===== config.mk =====
export PLATFORM = sky130hd
export DESIGN_NAME = dispatch_buffer
export DESIGN_NICKNAME = d
export VERILOG_FILES = /design/src/rtl/uop_pkg.sv /design/src/rtl/uop_wake_kill.sv /design/src/rtl/dispatch_buffer.sv
export SDC_FILE = /design/constraint.sdc
export NUM_CORES = 1
export LEC_CHECK = 0
export ABC_AREA = 1
export BUFFER_PORTS_ARGS = -buffer_cell sky130_fd_sc_hd__buf_2
export CORE_MARGIN = 2
export CORE_UTILIZATION = 45
export CTS_BUF_LIST = sky130_fd_sc_hd__clkbuf_4
export CTS_CLUSTER_DIAMETER = 60
export DETAILED_ROUTE_END_ITERATION = 10
export PLACE_DENSITY = 0.61
export SYNTH_ARGS = -nofsm -noshare
export SYNTH_HDL_FRONTEND = slang
export SYNTH_SLANG_ARGS = --single-unit

===== constraint.sdc =====
create_clock -name i_clk -period 4.45 [get_ports i_clk]
set_clock_uncertainty 0.2 [all_clocks]
set_input_delay 0.89 -clock i_clk [delete_from_list [all_inputs] [get_ports i_clk]]
set_output_delay 0.89 -clock i_clk [all_outputs]
set_load 0.02 [all_outputs]

===== src/rtl/uop_pkg.sv =====
// Micro-op field layout shared by the dispatch path:
// {UOP[6:0], BrM, Tag, prd, pr2, pr1, val, p2, p1}, MSB to LSB.
package uop_pkg;
  localparam int NUM_WDEST     = 4;
  localparam int UOP_OP_W      = 7;
  localparam int DEF_WIDTH_REG = 3;
  localparam int DEF_WIDTH_TAG = 3;
  localparam int DEF_WIDTH_BRM = 3;

  localparam int P1_BIT  = 0;
  localparam int P2_BIT  = 1;
  localparam int VAL_BIT = 2;
  localparam int PR1_LSB = 3;

  function automatic int pr2_lsb(input int wr);
    return PR1_LSB + wr;
  endfunction

  function automatic int prd_lsb(input int wr);
    return PR1_LSB + 2 * wr;
  endfunction

  function automatic int tag_lsb(input int wr);
    return PR1_LSB + 3 * wr;
  endfunction

  function automatic int brm_lsb(input int wr, input int wt);
    return tag_lsb(wr) + wt;
  endfunction

  function automatic int uop_lsb(input int wr, input int wt, input int wb);
    return brm_lsb(wr, wt) + wb;
  endfunction

  function automatic int uop_width(input int wr, input int wt, input int wb);
    return UOP_OP_W + wb + wt + 3 * wr + 3;
  endfunction

  // Offsets for the default field widths.
  localparam int PR2_LSB = pr2_lsb(DEF_WIDTH_REG);
  localparam int PRD_LSB = prd_lsb(DEF_WIDTH_REG);
  localparam int TAG_LSB = tag_lsb(DEF_WIDTH_REG);
  localparam int BRM_LSB = brm_lsb(DEF_WIDTH_REG, DEF_WIDTH_TAG);
  localparam int UOP_LSB = uop_lsb(DEF_WIDTH_REG, DEF_WIDTH_TAG, DEF_WIDTH_BRM);
  localparam int WIDTH   = uop_width(DEF_WIDTH_REG, DEF_WIDTH_TAG, DEF_WIDTH_BRM);
endpackage


===== src/rtl/uop_wake_kill.sv =====
// Combinational update of one micro-op: sets p1/p2 on a wakeup tag match and
// clears val when any of its branch-mask bits is being killed.
module uop_wake_kill
  import uop_pkg::*;
#(
  parameter int WIDTH_REG = 3,
  parameter int WIDTH_TAG = 3,
  parameter int WIDTH_BRM = 3,
  localparam int WIDTH    = uop_width(WIDTH_REG, WIDTH_TAG, WIDTH_BRM)
) (
  input  logic [WIDTH-1:0]               uop_in,
  input  logic [NUM_WDEST*WIDTH_REG-1:0] wdest4x,
  input  logic [WIDTH_BRM-1:0]           br_kill,
  output logic [WIDTH-1:0]               uop_out
);
  localparam int PR2_L = pr2_lsb(WIDTH_REG);
  localparam int BRM_L = brm_lsb(WIDTH_REG, WIDTH_TAG);

  logic [WIDTH_REG-1:0] pr1;
  logic [WIDTH_REG-1:0] pr2;
  logic [WIDTH_BRM-1:0] brm;

  assign pr1 = uop_in[PR1_LSB +: WIDTH_REG];
  assign pr2 = uop_in[PR2_L +: WIDTH_REG];
  assign brm = uop_in[BRM_L +: WIDTH_BRM];

  // Ready bits only ever set; there is no null wakeup tag.
  always_comb begin
    uop_out = uop_in;
    for (int i = 0; i < NUM_WDEST; i++) begin
      if (wdest4x[i*WIDTH_REG +: WIDTH_REG] == pr1) uop_out[P1_BIT] = 1'b1;
      if (wdest4x[i*WIDTH_REG +: WIDTH_REG] == pr2) uop_out[P2_BIT] = 1'b1;
    end
    if (|(brm & br_kill)) uop_out[VAL_BIT] = 1'b0;
  end
endmodule


===== src/rtl/dispatch_buffer.sv =====
// 4-wide bundle FIFO between dispatch and the issue queue; keeps held uops current
// with wakeups and kills. Optional DISPBUF_KILL_DROP_EN auto-drops fully killed heads.
module dispatch_buffer
  import uop_pkg::*;
#(
  parameter int WIDTH_REG = 3,
  parameter int WIDTH_TAG = 3,
  parameter int WIDTH_BRM = 3,
  parameter int DEPTH     = 2,
  localparam int WIDTH    = uop_width(WIDTH_REG, WIDTH_TAG, WIDTH_BRM)
) (
  input  logic                           i_clk,
  input  logic                           i_rst,
  input  logic [WIDTH-1:0]               i_inst1,
  input  logic [WIDTH-1:0]               i_inst2,
  input  logic [WIDTH-1:0]               i_inst3,
  input  logic [WIDTH-1:0]               i_inst4,
  input  logic                           i_valid,
  output logic                           o_ready,
  output logic [WIDTH-1:0]               o_inst1,
  output logic [WIDTH-1:0]               o_inst2,
  output logic [WIDTH-1:0]               o_inst3,
  output logic [WIDTH-1:0]               o_inst4,
  output logic                           o_valid,
  input  logic                           i_ready,
  input  logic [NUM_WDEST*WIDTH_REG-1:0] i_wdest4x,
  input  logic [WIDTH_BRM-1:0]           i_BrKill
);
  localparam int PW    = $clog2(DEPTH);
  localparam int CW    = PW + 1;
  localparam int LANES = 4;

  logic [WIDTH-1:0] mem      [DEPTH][LANES];
  logic [WIDTH-1:0] mem_upd  [DEPTH][LANES];
  logic [WIDTH-1:0] in_raw   [LANES];
  logic [WIDTH-1:0] in_upd   [LANES];
  logic [WIDTH-1:0] head_raw [LANES];
  logic [WIDTH-1:0] head_upd [LANES];
  logic [PW-1:0]    wr_ptr, rd_ptr;
  logic [CW-1:0]    count;
  logic             push, pop, not_empty, not_full;

  assign in_raw[0] = i_inst1;
  assign in_raw[1] = i_inst2;
  assign in_raw[2] = i_inst3;
  assign in_raw[3] = i_inst4;

  for (genvar e = 0; e < DEPTH; e++) begin : g_entry
    for (genvar l = 0; l < LANES; l++) begin : g_lane
      uop_wake_kill #(.WIDTH_REG(WIDTH_REG), .WIDTH_TAG(WIDTH_TAG), .WIDTH_BRM(WIDTH_BRM))
        u_store (.uop_in(mem[e][l]), .wdest4x(i_wdest4x), .br_kill(i_BrKill), .uop_out(mem_upd[e][l]));
    end
  end

  for (genvar l = 0; l < LANES; l++) begin : g_port
    assign head_raw[l] = mem[rd_ptr][l];
    uop_wake_kill #(.WIDTH_REG(WIDTH_REG), .WIDTH_TAG(WIDTH_TAG), .WIDTH_BRM(WIDTH_BRM))
      u_in (.uop_in(in_raw[l]), .wdest4x(i_wdest4x), .br_kill(i_BrKill), .uop_out(in_upd[l]));
    uop_wake_kill #(.WIDTH_REG(WIDTH_REG), .WIDTH_TAG(WIDTH_TAG), .WIDTH_BRM(WIDTH_BRM))
      u_out (.uop_in(head_raw[l]), .wdest4x(i_wdest4x), .br_kill(i_BrKill), .uop_out(head_upd[l]));
  end

  assign o_inst1 = head_upd[0];
  assign o_inst2 = head_upd[1];
  assign o_inst3 = head_upd[2];
  assign o_inst4 = head_upd[3];

  // Handshake: a bundle moves in on i_valid && o_ready and out on o_valid && i_ready.
  // Both flags come from the registered count (reset only forces them low).
  assign not_empty = (count != '0);
  assign not_full  = (count != CW'(DEPTH));
  assign o_ready   = !i_rst && not_full;
  assign push      = i_valid && o_ready;

`ifdef DISPBUF_KILL_DROP_EN
  logic any_val;
  assign any_val = head_upd[0][VAL_BIT] | head_upd[1][VAL_BIT] |
                   head_upd[2][VAL_BIT] | head_upd[3][VAL_BIT];
  assign o_valid = !i_rst && not_empty && any_val;
  // A fully killed head is dequeued silently, independent of i_ready.
  assign pop     = !i_rst && not_empty && (i_ready || !any_val);
`else
  assign o_valid = !i_rst && not_empty;
  assign pop     = o_valid && i_ready;
`endif

  always_ff @(posedge i_clk) begin
    if (i_rst) begin
      wr_ptr <= '0;
      rd_ptr <= '0;
      count  <= '0;
      for (int e = 0; e < DEPTH; e++)
        for (int l = 0; l < LANES; l++)
          mem[e][l] <= '0;
    end else begin
      for (int e = 0; e < DEPTH; e++)
        for (int l = 0; l < LANES; l++)
          mem[e][l] <= mem_upd[e][l];
      if (push) begin
        for (int l = 0; l < LANES; l++) mem[wr_ptr][l] <= in_upd[l];
        wr_ptr <= wr_ptr + 1'b1;
      end
      if (pop) rd_ptr <= rd_ptr + 1'b1;
      case ({push, pop})
        2'b10:   count <= count + 1'b1;
        2'b01:   count <= count - 1'b1;
        default: count <= count;
      endcase
    end
  end
endmodule


-- After elaboration in Yosys (flattened, before gate mapping)
Memory sizes are Yosys's and may differ from the RTL's. A register that Yosys moved wholly into a read port is not among the register bits.
Index checks and enable logic that the tools add are counted.
- register bits after elaboration: 4
- memory bits (writable): 200
- bits of input ports: 119
- output and inout bits: 102
- word-level logic and storage cells: 347
- memories kept: 1
- memory list (memory ; depth ; bits a word ; read ports ; clocked after Yosys merged registers in ; write ports ; RTL line ; RTL):
    mem ; 2 ; 100 ; 3 ; 1 ; 3 ; dispatch_buffer.sv:33 ; logic [WIDTH-1:0] mem [DEPTH][LANES];
- add/sub/neg operators: 4
- equality and inequality tests: 131
- muxes and demuxes: 161
- bitwise gates (word level): 24
- reduce and logical (&&, ||, !) cells: 23
- operators by type and width (cell ; count):
    $eq 3x3->1 ; 128
    $mux 25 ; 8
    $mux 1 ; 152
    $and 3x3->3 ; 16
    $reduce_or 3->1 ; 16
    $or 1x1->1 ; 8
    $logic_and 1x1->1 ; 4
    $pmux 2 s2 ; 1
    $reduce_bool 2->1 ; 2
    $add 1x1->1 const B ; 2
    $add 2x1->2 const B ; 1
    $eq 2x1->1 const B ; 1
    $eq 2x2->1 const B ; 1
    $ne 2x2->1 const B ; 1
    $sub 2x1->2 const B ; 1
    $logic_not 1->1 ; 1

-- Logic depth before layout (Yosys ltp)
Gate-level depths: netlist (run 1).
An unclocked memory read counts as a cell.
- depth after elaboration: 7
- depth in mapped cells: 11

-- Hierarchy
Synthesis (run 1) repeated with hierarchy kept, for this count alone.
- cells, all modules: 2922
- area total of the unflattened synthesis: 20083.0 um2
- modules (own cells, without submodules) (module ; times used ; cells each ; area each (um2)):
    dispatch_buffer ; 1 ; 1466 ; 10573.9
    uop_wake_kill ; 16 ; 91 ; 594.3

-- Worst setup path before layout (run 1)
OpenSTA, ideal clock, no wires.
- path type: input -> register
- start: input port i_rst
- end: memory mem[0][27] (netlist bit), enable pin
- library setup time: 296 ps
- arrival time: 3667 ps
- required time: 3954 ps
- slack: 286 ps
- stages on the path: 6
- cells stage by stage: a21oi_4 nand3_1 nand2_1 inv_1 buf_2 nand4_1
- RTL lines (what ; RTL line ; RTL):
    start: declaration ; dispatch_buffer.sv:13 ; input logic i_rst,
    end: declaration ; dispatch_buffer.sv:33 ;

==> results by group, run 1 <==
Place
  • Placed cells: 2720
  • # port buffers: 220
  • Gp weighted congestion: 0.9031
  • DP Wirelength: 31020 µm

Logic synthesis
  • Largest cells by area after synthesis: edfxtp_1 (36%), nand2_1 (23%), xnor2_1 (6.1%)
  • Post-synth EDFFs: 184
  • Syn Area/Cell: 7.177 µm²
  • Yosys top cell area share: 0.3574
  • Post-synthesis async set-or-reset flop share: 0
  • Count of different cell masters after synthesis: 31
  • Number of synthesis warnings: 0
  • Synth Cell Area: 15460 µm²
  • Syn nets: 2274
  • Yosys top cell by area: edfxtp_1
  • Register area share after synthesis: 0.3846
  • Syn Inst Count: 2154
  • Main flop type after synthesis: edfxtp_1
  • FF+latch count, synth: 205

STA
  • Final setup violating endpoints: 0
  • Peak Freq: 252.9 MHz
  • Setup repair after global routing missed its margin: false
  • Setup TNS: 0 ns
  • Final Slew Violations: 0
  • Final period utilization: 0.8885
  • Post-layout min period: 3.954 ns
  • Worst slew margin: 0.2525
  • Worst-Margin Slew: 1.121 ns
  • Final hold viol count: 0

Cells and area
  • Most frequent cells in the layout: nand2_1 (938), buf_2 (220), inv_1 (193), edfxtp_1 (184), nor2_1 (162)
  • Commonest non-fill, non-tap cell in the layout: nand2_1
  • Finished Layout Cells: 2824
  • Share of layout cells above drive strength 1: 0.1863
  • Fillers: 3397
  • Area occupied by multi-input gates: 7970 µm²
  • Layout Nets: 2449
  • P&R area growth vs syn: 12.63%
  • Reg area: 5949 µm²
  • Post-layout util: 0.5166

Floorplan
  • Standard-cell rows: 67
  • Die height: 189.3 µm
  • Die width: 189.3 µm
  • Core Box Area: 33700 µm²
  • Die area: 35850 µm²
  • Starting Density: 0.4587
  • Ports: 221

Global routing
  • Largest net degree at the start of global routing: 90
  • Global route overflow: 0
  • GRT Overall Usage: 0.2715
  • First-pass GRT wire length: 76110 µm
  • Initial antenna violation count: 10
  • Vias in the first global route: 13880

CTS
  • Total CTS buffers: 55
  • TritonCTS clock tree: built
  • Clock transition at the registers of the reported paths: 0.06 ns
  • Root buf cell: clkbuf_4
  • Clk buf depth: 3
  • Post-CTS Setup Inserts: 0
  • H-tree depth: 2
  • Worst-skew pair later-pin latency: 0.73 ns
  • Clock sinks: 205

Critical path
  • Cells on worst reg2reg path: 8
  • Worst path cell trace: buf_4 -> nand2_1 -> nand2_1 -> nand2_1 -> nand4_1 -> nor2_1 -> nor2_1 -> nand2_1 -> buf_2
  • CP Data Required Time: 3.36 ns
  • RR Endpoint: mem[1][98]$_DFFE_PP_
  • Most frequent CP cell: nand2_1
  • Critical Path Fanout Max: 34
  • Reg2reg setup slack: 1.69 ns
  • WP data arrival: 2.86 ns
  • Worst setup SP type: register
  • Worst setup path category: reg2out
  • Crit end category: output pin
  • CP peak stage delay: 0.61 ns
  • Reg2reg start: count[0]$_SDFFE_PP0P_
  • CP max stage cell: dfxtp_4

Power and ir drop
  • Pwr/cell area: 320.9 nW/µm²
  • VDD IR max: 217.5 µV
  • Leakage power: 8.768 nW
  • Pwr Total: 5.586 mW

Detailed routing
  • Vias per Instance: 5.047
  • DRC violations left: 0
  • Number of DRC markers in iteration 0: 1324
  • DRT antenna net count: 0
  • WL per Instance: 17.18 µm
  • Via Count: 14250
  • Post-Route WL: 48520 µm
  • First-pass iteration count of the detailed router: 6

Min path
  • Hold Path Origin: i_rst
  • Hold path cells: 2
  • Hold WC Path Type: in2reg

Job
  • Max cap viols: 0

Status
  • Status: finished, final reports clean
==> how the worst max path moves through the flow <==
stage / cells past startpoint / from / to
2_1_floorplan: 6 / i_rst / mem[0][27]$_SDFFCE_PN0P_
3_5_place_dp: 7 / register / o_inst4[2]
3_3_place_gp: 7 / register / o_inst4[2]
5_1_grt: 5 / register / o_inst1[2]
6_report: 9 / register / o_inst3[1]
4_1_cts: 7 / register / o_inst4[2]
==> power by group <==
group / switching, mW / internal (mW)
combinational: 1.04 / 0.505
clock: 0.821 / 0.848
sequential: 0.110 / 2.26
total: 1.97 / 3.61
==> state kept, by name, indices dropped and copies added, names as in the netlist, named ones only <==
register,count
mem,200
count,2
rd_ptr,1
wr_ptr,1
==> cell usage after synthesis (12+ instances only) <==
library cell and number:
nand4_1 12, buf_2 62, nand3_1 149, xor2_1 81, o21ai_0 35, clkbuf_1 58, nand2_1 939, inv_1 194
xnor2_1 108, nor2_4 80, nor2_1 162, edfxtp_1 184, dfxtp_1 21
==> logic make-up after synthesis <==
logic type	after synthesis	share of synthesized area
compound gates	58	0.02137
xor+xnor	189	0.1071
fa+ha+maj	1	0.0008093
buf+inv	345	0.1011
flops	205	0.3846
simple gates	1356	0.3850
==> per-layer routing <==
metal / vias to the layer above / track usage / wire, µm
met5: - / 0 / 85
met1: 6490 / 0.3437 / 19740
met2: 649 / 0.4541 / 22320
li1: 7001 / - / -
met4: 12 / 0.08229 / 1247
met3: 101 / 0.07192 / 5124
==> final cells by class <==
cell class / instances / share of cell area
inverter: 203 / 0.04448
multi-input combinational: 1604 / 0.4578
clock buffer: 83 / 0.03579
sequential: 205 / 0.3417
antenna: 4 / 0.0005749
tap: 448 / 0.03220
timing repair buffer: 260 / 0.08336
clock inverter: 17 / 0.004096
==> through the flow <==
step | hold slack (ns) | setup slack (ns) | cell area (µm²)
2_1_floorplan | 0.2725 | 0.2865 | 15460
3_3_place_gp | 0.2857 | 1.034 | 16700
3_5_place_dp | 0.3042 | 0.9657 | 16700
4_1_cts | 0.2140 | 0.1753 | 17400
5_1_grt | 0.2411 | 0.2756 | 17400
6_report | 0.2537 | 0.4962 | 17410
==> critical path, delay by kind of cell, from the launching register on <==
kind | cells | cell delay (ns)
and+or+nand+nor | 7 | 0.94
DFF | 1 | 0.61
buffers and inverters | 2 | 0.56
==> timing repair <==
| item | in CTS | in global routing |
|---|---|---|
| endpoints found under the setup margin | 0 | 2 |
| resized for setup | 0 | 2 |
| hold buffers | 0 | 0 |
(Power assumes the default switching activity.)
==> run 2, diff against run 1 <==
--- a/config.mk
+++ b/config.mk
@@ -13,6 +13,7 @@
 export CTS_CLUSTER_DIAMETER = 60
 export DETAILED_ROUTE_END_ITERATION = 10
 export PLACE_DENSITY = 0.61
+export REMOVE_ABC_BUFFERS = 1
 export SYNTH_ARGS = -nofsm -noshare
 export SYNTH_HDL_FRONTEND = slang
 export SYNTH_SLANG_ARGS = --single-unit
==> run 2 against run 1 <==
Compared with the run above:
- sequential share of layout area down 0.066 points
- die area stayed put
- wire length shrank 1.2%
- first-iteration DRC count is 6.0% lower
- clock power is essentially flat
- count of clock-buffer cells in the layout unchanged
- via count grew 0.60%
- non-clock buffer count grew 6
- critical path depth down 3
- largest power group unchanged
- register-to-register slack got worse by 0.08 ns
- setup slack got worse by 0.084 ns
==> results by group, run 2 (synthesized netlist as in run 1, its figures left out) <==
STA
  • Peak Freq: 247.7 MHz
  • Post-layout min period: 4.037 ns
  • Final Slew Violations: 0
  • Setup repair after global routing missed its margin: false
  • Final period utilization: 0.9073
  • Worst-Margin Slew: 0.8425 ns
  • Final setup violating endpoints: 0
  • Worst slew margin: 0.4377
  • Final hold viol count: 0

Global routing
  • Met3 Use GR: 0.08026
  • GR peak layer: met2
  • Initial antenna violation count: 14
  • Vias in the first global route: 13580
  • Global route overflow: 0
  • Met2 Usage GRT: 0.4250
  • Met1 usage in global routing: 0.3403
  • Largest net degree at the start of global routing: 75
  • GRT Overall Usage: 0.2659
  • First-pass GRT wire length: 74520 µm

CTS
  • Cts repair resizes: 0
  • TritonCTS clock tree: built
  • Worst-skew pair later-pin latency: 0.68 ns
  • Root buf cell: clkbuf_4
  • H-tree depth: 2
  • Clk buf depth: 3
  • Total CTS buffers: 54
  • Clock transition at the registers of the reported paths: 0.06 ns
  • Clock sinks: 205
  • CTS hold repair buffers: 0
  • Post-CTS Setup Inserts: 0

Detailed routing
  • First-pass iteration count of the detailed router: 6
  • Vias per Instance: 5.078
  • Via Count: 14340
  • Number of DRC markers in iteration 0: 1244
  • WL per Instance: 16.98 µm
  • DRT antenna net count: 0
  • Post-Route WL: 47960 µm
  • DRC violations left: 0

Cells and area
  • Post-layout util: 0.5176
  • Final Instance Area: 17440 µm²
  • Largest regs: mem: 200 flops, count: 2 flops
  • Finished Layout Cells: 2824
  • Commonest non-fill, non-tap cell in the layout: nand2_1
  • Most frequent cells in the layout: nand2_1 (938), buf_2 (220), inv_1 (193), edfxtp_1 (184), nor2_1 (162)
  • Max reg flops: 200
  • Share of layout cells above drive strength 1: 0.1886
  • Largest Register: mem
  • P&R area growth vs syn: 12.84%
  • Layout Nets: 2454

Min path
  • Hold WC Path Type: in2reg

Floorplan
  • Die height: 189.3 µm
  • Ports: 221
  • Die area: 35850 µm²
  • Starting Density: 0.4587
  • Die width: 189.3 µm
  • Core Box Area: 33700 µm²
  • Standard-cell rows: 67

Critical path
  • Worst setup path category: reg2out
  • Critical Path Fanout Max: 37
  • Crit end category: output pin
  • Worst setup SP type: register
  • CP Data Required Time: 3.36 ns
  • WP data arrival: 2.95 ns

Place
  • # port buffers: 220
  • Placed Area: 16740 µm²
  • Gp weighted congestion: 0.8879
  • DP Wirelength: 30140 µm
  • Placed cells: 2726

Status
  • Status: finished, final reports clean

Power and ir drop
  • VDD IR max: 219.1 µV
  • Pwr/cell area: 321.5 nW/µm²
  • Leakage power: 8.789 nW

Job
  • Max cap viols: 0
## run 2: changes by cell type in the layout (fill, tap and decap cells not counted), sizes merged
cell      delta
inv          +1
diode        +2
clkinv       -9
buf          +6
clkinvlp     -1
bufinv       +1
## run 2: area by class of cell
cell class / count / area [µm²]
Antenna cell: 6 / 15.01
Clock inverter: 9 / 70.07
Tap cell: 448 / 560.5
Fill cell: 3376 / 16260
Clock buffer: 83 / 623.1
Timing Repair Buffer: 266 / 1484
Sequential cell: 205 / 5949
Inverter: 203 / 772.0
Multi-Input combinational cell: 1604 / 7970
## run 2: report_power, final
part / internal, mW / switching, mW / leakage (nW)
Clock: 0.900 / 0.796 / 0.414
Sequential: 2.26 / 0.0956 / 2.11
Combinational: 0.505 / 1.05 / 6.27
Total: 3.67 / 1.94 / 8.79
## run 2: path summary, 6_finish.rpt
kind | startpoint | endpoint | slack (ns) | cells after the start
worst min-delay path | i_rst | register | 0.29 | 2
worst min register to register | count[1]$_SDFFE_PP0P_ | count[1]$_SDFFE_PP0P_ | 0.31 | 1
worst max-delay path | register | o_inst2[24] | 0.41 | 6
worst max register to register | count[0]$_SDFFE_PP0P_ | mem[1][94]$_DFFE_PP_ | 1.61 | 8
## run 2: metal layers
layer | vias up | share of wire
met4 | 16 | 0.029
met5 | - | 0.0021
met1 | 6485 | 0.41
met3 | 125 | 0.11
li1 | 7013 | -
met2 | 700 | 0.44
## run 2: worst max-delay path, cell delays in order (launching register included)
cell and delay (ns):
dfxtp_4 0.35, inv_2 0.60, buf_4 0.44, buf_4 0.45, nand2_1 0.09, nand2_1 0.11, buf_2 0.17
## run 2: metrics by stage
step | power [mW] | setup slack (ns) | setup TNS [ns] | hold WS, ns
after floorplan | 3.379 | -2.234 | -181.40 | 0.2725
after global placement | 3.922 | 0.9757 | 0 | 0.2883
after detailed placement | 3.943 | 0.9624 | 0 | 0.2897
after global routing | 5.921 | 0.2111 | 0 | 0.2677
final | 5.607 | 0.4127 | 0 | 0.2913
after CTS | 5.642 | 0.3762 | 0 | 0.2624
==> run 3, diff against run 2 <==
--- a/config.mk
+++ b/config.mk
@@ -8,11 +8,11 @@
 export ABC_AREA = 1
 export BUFFER_PORTS_ARGS = -buffer_cell sky130_fd_sc_hd__buf_2
 export CORE_MARGIN = 2
-export CORE_UTILIZATION = 45
+export CORE_UTILIZATION = 27
 export CTS_BUF_LIST = sky130_fd_sc_hd__clkbuf_4
 export CTS_CLUSTER_DIAMETER = 60
 export DETAILED_ROUTE_END_ITERATION = 10
-export PLACE_DENSITY = 0.61
+export PLACE_DENSITY = 0.41
 export REMOVE_ABC_BUFFERS = 1
 export SYNTH_ARGS = -nofsm -noshare
 export SYNTH_HDL_FRONTEND = slang
==> constraint.sdc (replaced) <==
create_clock -name i_clk -period 3.55 [get_ports i_clk]
set_clock_uncertainty 0.2 [all_clocks]
set_input_delay 0.71 -clock i_clk [delete_from_list [all_inputs] [get_ports i_clk]]
set_output_delay 0.71 -clock i_clk [all_outputs]
set_load 0.02 [all_outputs]
==> run 3 against run 2 <==
Compared with the run above:
- design area grew 5.1%
- cell count grew 12%
- setup slack lost 0.22 ns
- flip-flop and latch count is the same
- sequential power grew 26%
- via count grew 0.36%
- wire length grew 20%
- die area grew 65%
- worst hold slack lost 0.21 ns
- total power grew 35%
- combinational power grew 31%
==> results by group, run 3 (synthesized netlist as in run 1, its figures left out) <==
CTS
  • Clk buf depth: 3
  • Clock sinks: 205
  • H-tree depth: 3
  • Clock transition at the registers of the reported paths: 0.06 ns
  • TritonCTS clock tree: built
  • Total CTS buffers: 69
  • Worst-skew pair later-pin latency: 0.75 ns
  • Root buf cell: clkbuf_4

Critical path
  • Critical Path Fanout Max: 51
  • CP peak stage delay: 0.42 ns
  • CP delay by family, top: simple AND/OR/NAND/NOR gates
  • Worst setup SP type: register
  • Worst setup path category: reg2out
  • CP max stage cell: dfxtp_4
  • CP Data Required Time: 2.64 ns
  • WP data arrival: 2.44 ns
  • Crit end category: output pin
  • Most frequent CP cell: nand2_1
  • Worst path cell trace: buf_16 -> nand2_1 -> nand2_1 -> xor2_1 -> nand3_1 -> nand2_1 -> inv_1 -> nand2_1 -> buf_2
  • CP Buf/Inv Count: 3

STA
  • Post-layout min period: 3.353 ns
  • Final Slew Violations: 0
  • Final period utilization: 0.9445
  • Final hold viol count: 0
  • Final setup violating endpoints: 0
  • Peak Freq: 298.2 MHz
  • Setup TNS: 0 ns
  • Setup WS post-layout: 0.1969 ns
  • Worst-Margin Slew: 0.8535 ns
  • Setup repair after global routing missed its margin: false
  • Worst slew margin: 0.4310
  • WHS: 0.08483 ns

Cells and area
  • Fillers: 6114
  • Largest regs: mem: 200 flops, count: 2 flops
  • Commonest non-fill, non-tap cell in the layout: nand2_1
  • P&R area growth vs syn: 18.56%
  • Finished Layout Cells: 3165
  • Post-layout util: 0.3244
  • Final Instance Area: 18330 µm²
  • Area occupied by multi-input gates: 7975 µm²
  • Layout Nets: 2483
  • Max reg flops: 200
  • Largest Register: mem
  • Share of layout cells above drive strength 1: 0.1953
  • Reg area: 5949 µm²
  • Most frequent cells in the layout: nand2_1 (936), buf_2 (220), inv_1 (193), edfxtp_1 (184), nor2_1 (162)

Floorplan
  • Die height: 243.3 µm
  • Die area: 59190 µm²
  • Standard-cell rows: 87
  • Ports: 221
  • Die width: 243.3 µm
  • Starting Density: 0.2736
  • Core Box Area: 56500 µm²

Place
  • Pre-CTS setup slack: 0.5765 ns
  • Gp weighted congestion: 0.8193
  • DP Wirelength: 35740 µm
  • Placed Area: 17290 µm²
  • # port buffers: 220
  • Placed cells: 3036

Power and ir drop
  • Clock share of power: 0.341
  • Leakage power: 9.017 nW
  • Switch share: 0.3526
  • Gate power share: 0.267
  • Pwr/cell area: 414.3 nW/µm²
  • Sequential share of power: 0.392
  • Pint: 4.916 mW
  • Sw power: 2.677 mW
  • Pwr Total: 7.593 mW
  • VDD IR max: 217.8 µV

Detailed routing
  • WL per Instance: 18.19 µm
  • DRT antenna net count: 0
  • First-pass iteration count of the detailed router: 5
  • Number of DRC markers in iteration 0: 1045
  • Via Count: 14390
  • DRC violations left: 0
  • Post-Route WL: 57590 µm
  • Vias per Instance: 4.547

Global routing
  • First-pass GRT wire length: 87690 µm
  • Largest net degree at the start of global routing: 90
  • Vias in the first global route: 14270
  • Global route overflow: 0
  • GRT Overall Usage: 0.1938
  • Initial antenna violation count: 7

Status
  • Status: finished, final reports clean

Min path
  • Hold WC Path Type: in2reg

Job
  • Max cap viols: 0
[run 3: worst paths after layout]
kind,from,endpoint,slack [ns],cells past startpoint
worst max-delay path,register,o_inst3[1],0.20,9
worst min-delay path,i_inst4[13],mem[1][13]$_DFFE_PP_,0.08,3
worst max register to register,count[0]$_SDFFE_PP0P_,mem[1][92]$_DFFE_PP_,1.27,7
worst min register to register,rd_ptr$_SDFFE_PP0P_,rd_ptr$_SDFFE_PP0P_,0.31,2
[run 3: worst reg2reg max path: stages (launching register included)]
cell and delay, ns:
dfxtp_1 0.40, inv_2 0.07, a21oi_4 0.20, nand2_4 0.10
nor2_8 0.31, nor2_1 0.14, inv_4 0.26, buf_12 0.26
[run 3: layout make-up]
| cell class | instances | share of cell area |
|---|---|---|
| clock buffers | 98 | 0.04014 |
| well taps | 756 | 0.05161 |
| multi-input cells | 1604 | 0.4351 |
| clock inverters | 17 | 0.007100 |
| flip-flops and latches | 205 | 0.3246 |
| inverters | 203 | 0.04253 |
| repair buffers | 280 | 0.09858 |
| diodes | 2 | 0.0002731 |
[run 3: what timing repair did]
item | in CTS | in global routing
resized for setup | 3 | 4
buffers inserted | 0 | 0
gates cloned | 1 | 0
hold buffers | 11 | 0
endpoints found under the hold margin | 14 | 0
endpoints found under the setup margin | 48 | 24
[run 3: per-layer routing]
layer  vias to the layer above  wire length [µm]  GRT usage
li1                       7065                 -          -
met1                      6693             25350     0.2510
met2                       497             26320     0.3110
met3                       126              4247    0.04814
met4                        10              1608    0.07218
met5                         -                55          0
[run 3: power groups by stage]
stage	logic (mW)	registers, mW	clock network, mW
after floorplan	1.24	3.00	0
after global placement	2.00	3.02	0
after detailed placement	2.02	3.02	0
after CTS	2.05	2.97	2.72
after global routing	2.25	3.00	2.84
final	2.03	2.97	2.59
